===== src/rtl/uart_tx_fifo_pkg.sv =====
// uart_tx_fifo_pkg: shared FSM encoding and default sizing for the UART TX byte queue.
package uart_tx_fifo_pkg;
  localparam logic ST_IDLE = 1'b0;
  localparam logic ST_BUSY = 1'b1;
  localparam int DEF_DEPTH = 8;
  localparam int DEF_DATA_WIDTH = 8;
endpackage


===== src/rtl/uart_tx_fifo_regfile.sv =====
// fifo_regfile: unreset circular storage, synchronous write and combinational read by pointer.
module fifo_regfile #(
  parameter int DEPTH = 8,
  parameter int DATA_WIDTH = 8
) (
  input  logic                     clk,
  input  logic                     i_wr_en,
  input  logic [$clog2(DEPTH)-1:0] i_wr_addr,
  input  logic [DATA_WIDTH-1:0]    i_wr_data,
  input  logic [$clog2(DEPTH)-1:0] i_rd_addr,
  output logic [DATA_WIDTH-1:0]    o_rd_data
);
  logic [DATA_WIDTH-1:0] r_mem [DEPTH];
  always_ff @(posedge clk)
    if (i_wr_en) r_mem[i_wr_addr] <= i_wr_data;
  assign o_rd_data = r_mem[i_rd_addr];
endmodule


===== src/rtl/uart_tx_fifo.sv =====
// uart_tx_fifo: queues bus stores and launches them one at a time into the UART transmitter.
// Optional sticky overflow flag enabled by UART_TX_FIFO_OVF_EN.
module uart_tx_fifo
  import uart_tx_fifo_pkg::*;
#(
  parameter int DEPTH = DEF_DEPTH,
  parameter int DATA_WIDTH = DEF_DATA_WIDTH
) (
  input  logic                     clk,
  input  logic                     rst_n,
  input  logic                     wr_en,
  input  logic [DATA_WIDTH-1:0]    wr_data,
  input  logic                     tx_done,
  output logic                     tx_start,
  output logic [DATA_WIDTH-1:0]    tx_data,
  output logic [$clog2(DEPTH):0]   count,
  output logic                     empty,
  output logic                     full,
  output logic                     busy
`ifdef UART_TX_FIFO_OVF_EN
  ,
  output logic                     overflow,
  input  logic                     clr_overflow
`endif
);
  localparam int AW = $clog2(DEPTH);
  localparam int CW = AW + 1;
  logic [AW-1:0]         r_wptr, r_rptr;
  logic [CW-1:0]         r_count;
  logic                  r_state, r_tx_start;
  logic [DATA_WIDTH-1:0] r_tx_data, w_rd_data;
  logic                  w_pop, w_push;
  // A push into a full queue still fits when the same edge pops an entry.
  assign w_pop  = (r_state == ST_IDLE) && (r_count != '0);
  assign w_push = wr_en && (!full || w_pop);
  assign count    = r_count;
  assign empty    = r_count == '0;
  assign full     = r_count == CW'(DEPTH);
  assign busy     = r_state;
  assign tx_start = r_tx_start;
  assign tx_data  = r_tx_data;
  fifo_regfile #(.DEPTH(DEPTH), .DATA_WIDTH(DATA_WIDTH)) u_regfile (
    .clk      (clk),
    .i_wr_en  (w_push),
    .i_wr_addr(r_wptr),
    .i_wr_data(wr_data),
    .i_rd_addr(r_rptr),
    .o_rd_data(w_rd_data)
  );
  always_ff @(posedge clk or negedge rst_n)
    if (!rst_n) begin
      r_wptr     <= '0;
      r_rptr     <= '0;
      r_count    <= '0;
      r_state    <= ST_IDLE;
      r_tx_start <= 1'b0;
      r_tx_data  <= '0;
    end else begin
      if (w_push) r_wptr <= r_wptr + AW'(1);
      if (w_pop) r_rptr <= r_rptr + AW'(1);
      if (w_pop) r_tx_data <= w_rd_data;
      r_count    <= r_count + CW'(w_push) - CW'(w_pop);
      r_tx_start <= w_pop;
      r_state    <= w_pop ? ST_BUSY : (tx_done ? ST_IDLE : r_state);
    end
`ifdef UART_TX_FIFO_OVF_EN
  logic r_overflow;
  assign overflow = r_overflow;
  always_ff @(posedge clk or negedge rst_n)
    if (!rst_n) r_overflow <= 1'b0;
    else r_overflow <= (wr_en && !w_push) ? 1'b1 : (clr_overflow ? 1'b0 : r_overflow);
`endif
endmodule


===== config.mk =====
export PLATFORM = sky130hd
export DESIGN_NAME = uart_tx_fifo
export DESIGN_NICKNAME = d
export VERILOG_FILES = /design/src/rtl/uart_tx_fifo_pkg.sv /design/src/rtl/uart_tx_fifo_regfile.sv /design/src/rtl/uart_tx_fifo.sv
export SDC_FILE = /design/constraint.sdc
export NUM_CORES = 1
export LEC_CHECK = 0
export CAP_MARGIN = 20
export CELL_PAD_IN_SITES_DETAIL_PLACEMENT = 1
export CELL_PAD_IN_SITES_GLOBAL_PLACEMENT = 1
export CORE_MARGIN = 8
export CORE_UTILIZATION = 45
export CTS_CLUSTER_DIAMETER = 150
export DETAILED_ROUTE_END_ITERATION = 8
export GPL_ROUTABILITY_DRIVEN = 0
export HOLD_SLACK_MARGIN = 0.1
export PLACE_DENSITY_LB_ADDON = 0.1
export SLEW_MARGIN = 20
export SYNTH_ARGS = -nofsm -noshare
export SYNTH_HDL_FRONTEND = slang
export SYNTH_HIERARCHICAL = 1
export SYNTH_SLANG_ARGS = --single-unit

===== constraint.sdc =====
create_clock -name clk -period 2 [get_ports clk]
set_input_delay 0.3 -clock clk [delete_from_list [all_inputs] [get_ports clk]]
set_output_delay 0.3 -clock clk [all_outputs]
set_load 0.005 [all_outputs]

## Yosys cells after proc, flatten, opt, wreduce, memory -nomap -nowiden

Memories as Yosys holds them, arrays and structs flattened. A register that Yosys moved wholly into a read port is not among the register bits.
Cells that the tools add are included.

| cells by class | value |
|---|---|
| add/sub/neg operators | 4 |
| equality and inequality tests | 1 |
| multiplexer cells | 4 |
| bitwise operators | 1 |
| reductions and logical operators | 8 |

Operators with widths:

| cell | count |
|---|---|
| 3-bit by 1-bit adder with 3-bit output, second input constant | 2 |
| 4-bit by 1-bit adder with 4-bit output | 1 |
| 4-bit equality test, second input constant | 1 |
| 4-bit logical NOT | 1 |
| 1-bit two-way mux | 4 |
| 4-bit nonzero test | 1 |
| 4-bit by 1-bit subtractor with 4-bit output | 1 |
| 1-bit logical AND | 2 |
| 1-bit logical NOT | 2 |
| 2-bit nonzero test | 1 |
| 1-bit logical OR | 1 |
| 1-bit NOT | 1 |

| storage, ports and cells | value |
|---|---|
| register bits | 12 |
| memory bits (writable) | 64 |
| input port bits | 12 |
| output and inout port bits | 16 |
| logic and storage cells | 24 |
| memories kept | 1 |

Memories:

| name | depth | width | rd ports | clocked after memory_dff | wr ports | line | source |
|---|---|---|---|---|---|---|---|
| u_regfile.r_mem | 8 | 8 | 1 | 1 | 1 | uart_tx_fifo_regfile.sv:13 | `logic [DATA_WIDTH-1:0] r_mem [DEPTH];` |

## Depth between registers and ports, before layout

| depth | value |
|---|---|
| depth after elaboration | 6 |
| gate-level depth with buffers | 10 |
| depth with buffers taken out | 9 |

## Modules after synthesis

Netlist, hierarchy kept.

By module, submodules not included:

| module | instances | cells each | area an instance (µm²) | seq. area each (µm²) |
|---|---|---|---|---|
| fifo_regfile | 1 | 106 | 2531.2 | 1921.8 |
| uart_tx_fifo | 1 | 66 | 927.1 | 500.5 |

## Least setup slack after synthesis

No wires, ideal clock.

| path | value |
|---|---|
| kind | flip-flop to flip-flop |
| start point | reg r_count[2] (netlist: count[2]) |
| end point | reg r_count[2] (netlist: count[2]) |
| setup time | 0.123 ns |
| arrival time | 1.966 ns |
| data required time | 1.877 ns |
| slack | -0.089 ns |
| stages on the path, launching flop included | 11 |
| buffers on the path | 1 |
| clock period less this slack | 2.089 ns |
| cell sequence | dfrtp_1 inv_1 ha_1 nor3b_4 nor2_2 buf_6 o21ai_0 ha_1 inv_1 fa_1 xnor2_1 |

| between the ends | value |
|---|---|
| longest elaborated chain between the ends | 6 |
| elaborated cells between the ends (all ways) | 8 |
| those cells by class | add/sub (2); eq/ne (1); reduce/logical (5) |

Ends and longest elaborated chain:

| element | line | source |
|---|---|---|
| from (decl) | uart_tx_fifo.sv:29 | `logic [CW-1:0] r_count;` |
| from (signal assigned) | uart_tx_fifo.sv:62 | `r_count <= r_count + CW'(w_push) - CW'(w_pop);` |
| 4-bit nonzero test (*) | uart_tx_fifo.sv:34 | `assign w_pop = (r_state == ST_IDLE) && (r_count != '0);` |
| 1-bit logical AND (*) | uart_tx_fifo.sv:34 |  |
| net w_pop | uart_tx_fifo.sv:32 | `logic w_pop, w_push;` |
| 1-bit logical OR | uart_tx_fifo.sv:35 | `assign w_push = wr_en && (!full \|\| w_pop);` |
| 1-bit logical AND | uart_tx_fifo.sv:35 |  |
| 4-bit by 1-bit adder with 4-bit output | uart_tx_fifo.sv:62 |  |
| 4-bit by 1-bit subtractor with 4-bit output (*) | uart_tx_fifo.sv:62 |  |

The timed path passes the listed nets; every way through them passes the cells marked *.
A chain may end at the register's enable or synchronous reset.

## Worst setup path in the final report

| path | value |
|---|---|
| start point | reg r_count[2] (netlist: count[2]) |
| end point | reg r_count[1] (netlist: count[1]) |

| between the ends | value |
|---|---|
| longest elaborated chain between the ends | 6 |
| elaborated cells between the ends (all ways) | 8 |
| those cells by class | add/sub (2); eq/ne (1); reduce/logical (5) |

Ends and longest elaborated chain:

| element | line |
|---|---|
| 4-bit equality test / 4-bit nonzero test (equally long branches) | uart_tx_fifo.sv:38, uart_tx_fifo.sv:34 |
| 1-bit logical NOT / 1-bit logical AND (equally long branches) | uart_tx_fifo.sv:35, uart_tx_fifo.sv:34 |
| 1-bit logical OR | uart_tx_fifo.sv:35 |
| 1-bit logical AND | uart_tx_fifo.sv:35 |
| 4-bit by 1-bit adder with 4-bit output | uart_tx_fifo.sv:62 |
| 4-bit by 1-bit subtractor with 4-bit output (*) | uart_tx_fifo.sv:62 |

Mark *: on every way between the ends. The rest lies on a longest branch, timed or not.

==> flow_summary.toml <==
[clocking]
worstSkewPairLatency_ps = 340
hold_buffers = 0
clock-sinks = 84
cts_max_path_buffers = 2
cts_made_buffers = 9
cts_root_buf = "clkbuf_8"
cts_tree = "yes"
h-tree-depth = 3
clk_pin_slew_worst_paths_ps = 90

[global_routing]
grt_use_total_pct = 14.20
met3_usage_pct = 3.036
grt-ovfl-total = 0
antenna_found_initial = 0
busiest_layer = "met2"
grt_max_degree = 21
use_met2_pct = 24.24
grt_pass1_vias = 2029
use_met1_pct = 17.15
grt_pass1_wl_microns = 11550

[finish]
n_antenna_cell = 0
fin_area_sq_mm = 0.004289
nets = 247
area_growth_pct = 24.02
fin_util_pct = 56.68
final_common_cell = "edfxtp_1"
mostFrequentLayoutCells = "64 x edfxtp_1, 25 x clkdlybuf4s50_1, 21 x buf_4, 20 x dfrtp_1, 17 x mux2_2"
drive_above_1_share_pct = 37.93

[critical_path]
arrival_ps = 2380
crit_chain = "inv_2 -> ha_4 -> nor3b_4 -> or3_4 -> o21ai_2 -> ha_2 -> inv_2 -> fa_2 -> inv_2"
crit_top_cell = "inv_2"
critPathMaxFanout = 3
critPathKind = "register to register"
end_kind = "register"
critical-path-top-delay-family = "adder cells"
required_ps = 2250
cp-start-kind = "register"
path_buf_inv = 3
cp_slowest_stage_delay_ps = 520
cp_slowest_cell = "fa_2"

[drt]
wl_microns = 7345
drtIter0Drc = 80
wl_per_cell_microns = 21.99
via_count = 1773
drt_first_pass_iters = 4
drc = 0
ant_nets = 0
viasPerCell = 5.308

[synth]
yosys_warnings = 6
netlist_area_sq_mm = 0.003458
synth_edf_count = 64
async_flop_share_pct = 23.81
ys_types = 31
synth.largest_area_cell = "edfxtp_1"
synth_seq_area_share_pct = 70.04
syn_inst = 172
synth-seq-cells = 84
synthFlopType = "edfxtp_1"
syn_nets = 192
ys_top_cells_by_area = "edfxtp_1 56%, dfrtp_1 14%, mux4_1 11%"
syn_area_per_cell_sq_um = 20.11
yosysTopAreaCellShare_pct = 55.57

[power_and_ir_drop]
sequentialPowerShare_pct = 42.6
p_sw_w = 0.001909
p_per_area_mw_per_mm2 = 1397
intPower_w = 0.004084
p_leak_nw = 1.578
fin_total_pwr_w = 0.005993
switching_share_pct = 31.85
pwr-share-clk_pct = 17.7
combPwrFrac_pct = 39.7
vdd.ir_drop.worst_v = 0.0004727

[floorplanning]
rows = 32
ios = 28
start_util_pct = 45.70
die_y_microns = 103.7
die_area_sq_mm = 0.01075
chipWidth_microns = 103.7
coreArea_sq_mm = 0.007567

[timing]
setup_viol = 3
hold_ws_ps = 304.2
finalCritPeriodShare_pct = 106.6
slew_violations = 0
skew_ps = 8.350
hold_violations = 0
fin_ws_ps = -132.7
grt_setup_unrepaired = "true"
relSlewSlack_pct = 64.40
fmax_ghz = 0.4689
tightest_slew_ps = 533.9
layout_min_cycle_time_ps = 2133
tns_ps = -253.0

[placed_design]
port_buffers = 27
dpl_cell_area_sq_mm = 0.003920
hpwl_microns = 4943

[hold_path]
hp-class = "primary input to asynchronous set/reset pin"

[outcome]
violations = "negative setup slack"
status = "complete, but fails checks"

[flow_run]
maxCapViolations = 0
synth_stat cells, types with 3 or more instances:
cell type and instances:
edfxtp_1 64, nand2_1 3, nand2b_1 3, ha_1 7, xor2_1 3, mux4_1 15, nor2_1 7, inv_1 8
mux2_2 17, xnor2_1 3, dfrtp_1 20
power by group through the flow:
stage / combinational [W] / clock, W / sequential, W
2_1_floorplan: 0.00131 / 0 / 0.00253
3_3_place_gp: 0.00200 / 0 / 0.00256
3_5_place_dp: 0.00211 / 0 / 0.00258
4_1_cts: 0.00231 / 0.00108 / 0.00255
5_1_grt: 0.00259 / 0.00115 / 0.00260
6_report: 0.00238 / 0.00106 / 0.00255
routing by layer:
metal	share of wire [%]	vias to the layer above	wire (microns)
li1	-	790	-
met1	44	943	3240
met2	52	30	3815
met3	2.5	10	184
met4	1.4	0	105
met5	0	-	0
what timing repair did:
action,4_1_cts,5_1_grt
setup endpoints to repair,69,38
gates resized for setup,26,16
buffers inserted,8,3
pin swaps,5,4
state kept, by name, indices dropped and copies added, names as in the netlist:
signal / flops
busy: 1
count: 4
tx_start: 1
r_rptr: 3
u_regfile/r_mem: 64
r_wptr: 3
tx_data: 8
cell families (layout without fill, tap and decap cells):
logic type,count (synthesis),count (layout),share of synthesized area (%)
and+or+nand+nor,20,20,3.365
adders and majority gates,8,8,3.111
muxes,35,35,18.31
xor gates and xnor gates,6,6,1.520
AOI/OAI and AO/OA,5,5,1.194
buffers and inverters,14,74,2.460
DFF,84,84,70.04
stage by stage:
stage	std cells	worst slack, ps
3_3_place_gp	307	-145.6
4_1_cts	331	-95.23
2_1_floorplan	172	-47.13
3_5_place_dp	307	-284.3
5_1_grt	334	-215.3
6_report	334	-132.7
worst paths after layout:
check | from | slack [ps] | cells past startpoint | to
worst max-delay path | count[2]$_DFF_PN0_ | -130 | 9 | count[1]$_DFF_PN0_
max in group asynchronous | rst_n | 1470 | 2 | tx_data[1]$_DFFE_PN0N_
worst min register to register | tx_data[1]$_DFFE_PN0N_ | 510 | 1 | tx_data[1]$_DFFE_PN0N_
worst min-delay path | rst_n | 300 | 2 | tx_start$_DFF_PN0_
worst max register to register | count[2]$_DFF_PN0_ | -130 | 9 | count[1]$_DFF_PN0_
min in group clk | tx_data[1]$_DFFE_PN0N_ | 510 | 1 | tx_data[1]$_DFFE_PN0N_
area by class of cell:
class                   instances  area (sq um)
flip-flops and latches         84          2422
repair buffers                 50         455.4
well taps                     102         127.6
clock buffers                  10         127.6
inverters                       8         30.03
clock inverters                 6         40.04
multi-input cells              74          1086
fillers                       685          3278
Power figures use the tool's default switching activity.
